**src/rtl/alu_issue_stage.sv**
```systemverilog
// RV32I ALU issue stage: decodes ADD/SUB-class instructions into ALU operands and
// buffers them in a two-entry (main + skid) elastic stage toward the execute unit.

package riscv_pkg;
    typedef enum logic [0:0] {
        ALU_ADD = 1'b0,
        ALU_SUB = 1'b1
    } ALU_ctrl;
endpackage

module alu_issue_stage
    import riscv_pkg::*;
(
    input  logic        clk,
    input  logic        rst_n,
    input  logic        in_valid,
    output logic        in_ready,
    input  logic [31:0] instr,
    input  logic [31:0] pc,
    input  logic [31:0] rs1_data,
    input  logic [31:0] rs2_data,
    input  logic        flush,
    output logic        out_valid,
    input  logic        out_ready,
    output logic [31:0] op1,
    output logic [31:0] op2,
    output ALU_ctrl     ALUop,
    output logic        illegal
);

    typedef struct packed {
        logic [31:0] op1;
        logic [31:0] op2;
        ALU_ctrl     aluop;
        logic        illegal;
    } entry_t;

    typedef enum logic [1:0] {
        StEmpty,
        StOne,
        StFull
    } state_e;

    localparam entry_t ResetEntry = '{op1: 32'd0, op2: 32'd0, aluop: ALU_ADD, illegal: 1'b0};

    state_e      r_state;
    state_e      w_state_next;
    entry_t      r_main;
    entry_t      r_skid;
    entry_t      w_dec;
    logic        r_in_ready;
    logic        w_accept;
    logic        w_pop;
    logic        w_load_main;
    logic        w_load_skid;
    logic        w_main_from_skid;
    logic [6:0]  w_opcode;
    logic [2:0]  w_funct3;
    logic [6:0]  w_funct7;
    logic [31:0] w_imm_i;
    logic [31:0] w_imm_s;
    logic [31:0] w_imm_u;

    assign w_opcode = instr[6:0];
    assign w_funct3 = instr[14:12];
    assign w_funct7 = instr[31:25];
    assign w_imm_i  = {{20{instr[31]}}, instr[31:20]};
    assign w_imm_s  = {{20{instr[31]}}, instr[31:25], instr[11:7]};
    assign w_imm_u  = {instr[31:12], 12'd0};

    // Anything not explicitly recognised falls through as an illegal, zero-operand ADD.
    always_comb begin
        w_dec = '{op1: 32'd0, op2: 32'd0, aluop: ALU_ADD, illegal: 1'b1};
        case (w_opcode)
            7'b0110011: begin
                if (w_funct3 == 3'b000 && w_funct7 == 7'b0000000) begin
                    w_dec = '{op1: rs1_data, op2: rs2_data, aluop: ALU_ADD, illegal: 1'b0};
                end else if (w_funct3 == 3'b000 && w_funct7 == 7'b0100000) begin
                    w_dec = '{op1: rs1_data, op2: rs2_data, aluop: ALU_SUB, illegal: 1'b0};
                end
            end
            7'b0010011: begin
                if (w_funct3 == 3'b000) begin
                    w_dec = '{op1: rs1_data, op2: w_imm_i, aluop: ALU_ADD, illegal: 1'b0};
                end
            end
            7'b0000011: w_dec = '{op1: rs1_data, op2: w_imm_i, aluop: ALU_ADD, illegal: 1'b0};
            7'b0100011: w_dec = '{op1: rs1_data, op2: w_imm_s, aluop: ALU_ADD, illegal: 1'b0};
            7'b1100011: w_dec = '{op1: rs1_data, op2: rs2_data, aluop: ALU_SUB, illegal: 1'b0};
            7'b0110111: w_dec = '{op1: 32'd0, op2: w_imm_u, aluop: ALU_ADD, illegal: 1'b0};
            7'b0010111: w_dec = '{op1: pc, op2: w_imm_u, aluop: ALU_ADD, illegal: 1'b0};
            default:    w_dec = '{op1: 32'd0, op2: 32'd0, aluop: ALU_ADD, illegal: 1'b1};
        endcase
    end

    assign w_accept = in_valid & r_in_ready;
    assign w_pop    = out_valid & out_ready;

    always_ff @(posedge clk or negedge rst_n) begin
        if (!rst_n) begin
            r_state    <= StEmpty;
            r_in_ready <= 1'b1;
        end else begin
            r_state    <= w_state_next;
            r_in_ready <= (w_state_next != StFull);
        end
    end

    always_comb begin
        w_state_next = r_state;
        if (flush) begin
            w_state_next = StEmpty;
        end else begin
            case (r_state)
                StEmpty: if (w_accept) w_state_next = StOne;
                StOne: begin
                    if (w_accept && !w_pop) begin
                        w_state_next = StFull;
                    end else if (!w_accept && w_pop) begin
                        w_state_next = StEmpty;
                    end
                end
                StFull:  if (w_pop) w_state_next = StOne;
                default: w_state_next = StEmpty;
            endcase
        end
    end

    always_comb begin
        out_valid        = (r_state != StEmpty);
        in_ready         = r_in_ready;
        w_load_main      = 1'b0;
        w_load_skid      = 1'b0;
        w_main_from_skid = 1'b0;
        if (!flush) begin
            case (r_state)
                StEmpty: w_load_main = w_accept;
                StOne: begin
                    w_load_main = w_accept & w_pop;
                    w_load_skid = w_accept & ~w_pop;
                end
                StFull:  w_main_from_skid = w_pop;
                default: ;
            endcase
        end
    end

    always_ff @(posedge clk or negedge rst_n) begin
        if (!rst_n) begin
            r_main <= ResetEntry;
            r_skid <= ResetEntry;
        end else begin
            if (w_main_from_skid) begin
                r_main <= r_skid;
            end else if (w_load_main) begin
                r_main <= w_dec;
            end
            if (w_load_skid) begin
                r_skid <= w_dec;
            end
        end
    end

    assign op1     = r_main.op1;
    assign op2     = r_main.op2;
    assign ALUop   = r_main.aluop;
    assign illegal = r_main.illegal;

endmodule

```
**config.mk**
```make
export PLATFORM = sky130hd
export DESIGN_NAME = alu_issue_stage
export DESIGN_NICKNAME = d
export VERILOG_FILES = /design/src/rtl/alu_issue_stage.sv
export SDC_FILE = /design/constraint.sdc
export NUM_CORES = 1
export LEC_CHECK = 0
export CORE_AREA = 10 10 182 99
export CTS_BUF_LIST = sky130_fd_sc_hd__clkbuf_2 sky130_fd_sc_hd__clkbuf_4 sky130_fd_sc_hd__clkbuf_8
export DETAILED_ROUTE_END_ITERATION = 6
export DIE_AREA = 0 0 192 109
export PLACE_DENSITY = 0.83
export SYNTH_ARGS = -nofsm -noshare
export SYNTH_HDL_FRONTEND = slang
export SYNTH_SLANG_ARGS = --single-unit
```
**constraint.sdc**
```tcl
create_clock -name clk -period 2 [get_ports clk]
set_input_delay 0.4 -clock clk [delete_from_list [all_inputs] [get_ports clk]]
set_output_delay 0.4 -clock clk [all_outputs]
set_load 0.03 [all_outputs]
```
==> results_dict.tcl <==
set metrics [dict create \
    clock_tree.htree_level_count 4 \
    postSynth.asyncResetShare_pct 100 \
    detail_route.wl_per_cell_um 22.4 \
    cp-end-kind "flop" \
    post_route_skew_ns 0.0129 \
    hold_ws_ns 0.420 \
    min_period_ns 2.01 \
    worstSetupStartpoint "instr[12]" \
    postSynthRegisterBits 135 \
    detailedRoute.firstIterationViolations 657 \
    startpoint_type "primary input" \
    layout.nets 992 \
    static-leakage-power_nw 4.04 \
    dominantRegCellSynth "dfrtp_1" \
    max_cap_violations 0 \
    clk_slew_on_worst_s_h_paths_ns 0.09 \
    tritoncts_clock_tree "done" \
    crit_path_top_delay_cell "or4_4" \
    netlist-cell-type-count 51 \
    routed_wl_um 24100 \
    ff_latch_area_um2 3380 \
    power_per_cell_area_nw_per_um2 671 \
    status "finished, violations left" \
    drc 0 \
    area.growth.synth_to_final_pct 52.8 \
    reg2reg_setup_slack_ns 0.17 \
    critPathArrivalTime_ns 2.34 \
    grt_first_pass_wirelength_um 36500 \
    vias 6440 \
    worst_ep_required_time_ns 2.34 \
    worstPathMaxFanout 10 \
    layout.cell_area.non_filler_um2 9740 \
    dieArea_um2 20900 \
    floorplan.io_pins 201 \
    vias_per_cell 5.99 \
    mostFrequentLayoutCell "clkdlybuf4s50_1" \
    worst_flop_to_flop_path_endpoint "op2[22]$_DFFE_PN0P_" \
    first_global_vias 6254 \
    fraction_of_final_layout_cells_sized_beyond_drive_strength_1_pct 13.3 \
    worstHoldPathType "primary input to asynchronous set/reset pin" \
    worst_slew_pin_slew_ns 0.421 \
    cts_made_buffers 17 \
    antenna_cells_inserted 0 \
    slew_viol_final 0 \
    timing.max_slew.rel_slack_pct 71.9 \
    critical_path_class "primary input to flop" \
    globalRouteTotalUtil_pct 22.2 \
    cts.root.buffer_cell "clkbuf_8" \
    floorplan.die.height_um 109 \
    largest_net_degree_at_the_start_of_global_routing 63 \
    crit-reg2reg-launch "in_ready$_DFF_PN1_" \
    cts_sinks 135 \
    vdd_ir_drop_max_uv 410 \
    numPortBuffers 200 \
    number_of_synthesized_flops_with_an_enable_pin 0 \
    fp.dieW_um 192 \
    synth.net_count 764 \
    yosysSeqAreaShare_pct 53.0 \
    fp.coreArea_um2 14900 \
    report.final.hold_viol_count 0 \
    ff2ff_path_depth 5 \
    dpl-instance-area_um2 9170 \
    clock_insertion_delay_worst_skew_ns 0.43 \
    unrepaired_setup_endpoints_after_global_routing "yes" \
    antenna_viol_nets_final 0 \
    fp-row-count 32 \
    max_freq_ghz 0.498 \
    postSynthCellCount 631 \
    initial_standard_cell_utilization_of_the_core_pct 42.7 \
    synth_area_um2 6370 \
    yosys_warnings 0 \
    finalCritPeriodShare_pct 100 \
    drt_pre_antenna_iters 5 \
    area_of_the_multi_input_gates_um2 2690 \
    grt_overflow 0 \
    final_setup_violation_count 1 \
    crit_path_cell_trace "clkdlybuf4s50_1, or4_4, a2111oi_4, buf_4, clkbuf_16, a21oi_1, o221ai_1" \
    gp_routability_congestion 0.870 \
    number_of_antenna_violations_at_the_first_check_in_global_routing 1 \
    filler_cell_count 1164 \
    detailedPlacementHpwl_um 17400 \
    cts.path.max_buffers 2 \
    layout_common_cells "clkdlybuf4s50_1 (193), dfrtp_1 (133), nand2_1 (74), o21ai_0 (65), a22oi_1 (60)" \
    final_critical_path_setup_slack_ns -0.00705 \
    syn_area_per_cell_um2 10.1 \
    failed_checks "negative setup slack" \
    cp_slowest_stage_delay_ns 0.59 \
]
## layout make-up
class	count	share of cell area, %
flip-flops and latches	135	34.7
repair buffers	269	29.0
multi-input cells	405	27.6
clock buffers	19	2.62
well taps	204	2.62
clock inverters	12	2.30
inverters	31	1.19
## metal layers
metal / part of all wire [%] / GRT usage [%] / up-vias
met5: 0.054 / 0 / -
met1: 45 / 31.5 / 3163
met4: 0.81 / 5.01 / 2
met2: 41 / 29.8 / 362
met3: 13 / 10.4 / 26
li1: - / - / 2887
## logic make-up after synthesis
family	Yosys count	synth area share (%)
compound gates	267	30.5
flops	135	53.0
xor+xnor	1	0.137
buf+inv	91	5.87
mux	6	0.962
simple gates	131	9.54
## how the worst max path moves through the flow
stage	slack (ns)	to	cells after the start
floorplan	0.002	op2[28]$_DFFE_PN0P_	6
global placement	-0.39	op2[24]$_DFFE_PN0P_	6
detailed placement	-0.47	op2[17]$_DFFE_PN0P_	6
CTS	0.005	out_valid	2
global route	-0.008	r_skid[29]$_DFFE_PN0P_	7
finish	-0.007	op2[18]$_DFFE_PN0P_	7
## stage by stage
| step | utilization, % | instances | power [mW] | setup TNS, ns | setup WS (ns) |
|---|---|---|---|---|---|
| 2_1_floorplan | - | 631 | 3.19 | 0 | 0.00250 |
| 3_3_place_gp | 61.4 | 1039 | 3.78 | -43.37 | -0.391 |
| 5_1_grt | 65.2 | 1075 | 6.80 | -0.0111 | -0.00819 |
| 3_5_place_dp | 61.4 | 1039 | 3.80 | -46.90 | -0.466 |
| 4_1_cts | 64.6 | 1071 | 6.58 | 0 | 0.00474 |
| 6_report | 65.2 | 1075 | 6.54 | -0.00705 | -0.00705 |
## cells in the mapped netlist, types with 2 or more instances
cell	instances	share of area (%)
buf_6	3	0.53
a32oi_1	42	5.8
a2111oi_4	2	0.86
o211ai_1	6	0.71
nor3_1	4	0.31
o21ai_0	65	5.1
mux2i_1	5	0.79
o2bb2ai_1	5	0.69
clkbuf_1	48	2.8
nor2b_1	4	0.39
a31oi_1	2	0.20
a22oi_1	60	7.1
o311ai_0	5	0.69
nand2b_1	3	0.29
nand4_1	5	0.49
inv_1	31	1.8
dfrtp_1	134	53
o21ai_1	8	0.63
buf_1	3	0.18
nor2_1	6	0.35
a21oi_1	21	1.6
nor4_1	3	0.29
nand2_1	75	4.4
nand3b_1	2	0.24
o221ai_1	40	5.5
buf_2	5	0.39
nand3_1	20	1.6
## critical path, delay by kind of cell
family / cells / cell delay (ns)
simple gates: 1 / 0.59
compound gates: 3 / 0.57
buf+inv: 3 / 0.78
## flip-flops by register name, summed over array words and instances (netlist names)
signal,count
ALUop,1
r_state,2
op1,32
r_skid,66
op2,32
in_ready,1
illegal,1
## repair_timing
action,CTS,global route
setup endpoints to repair,2,63
gates resized for setup,2,9
hold buffers,1,0
gates cloned,0,2
pin swaps,0,5
setup buffers,0,2
endpoints found under the hold margin,31,0
## power breakdown
group          leakage, nW  total (mW)  internal [mW]  switching [mW]
combinational         1.93       0.917          0.456           0.461
clock                0.240        2.77           1.66            1.12
sequential            1.87        2.85           2.80          0.0464
total                 4.04        6.54           4.91            1.62
Note: power is estimated with default switching activity, not from simulation.
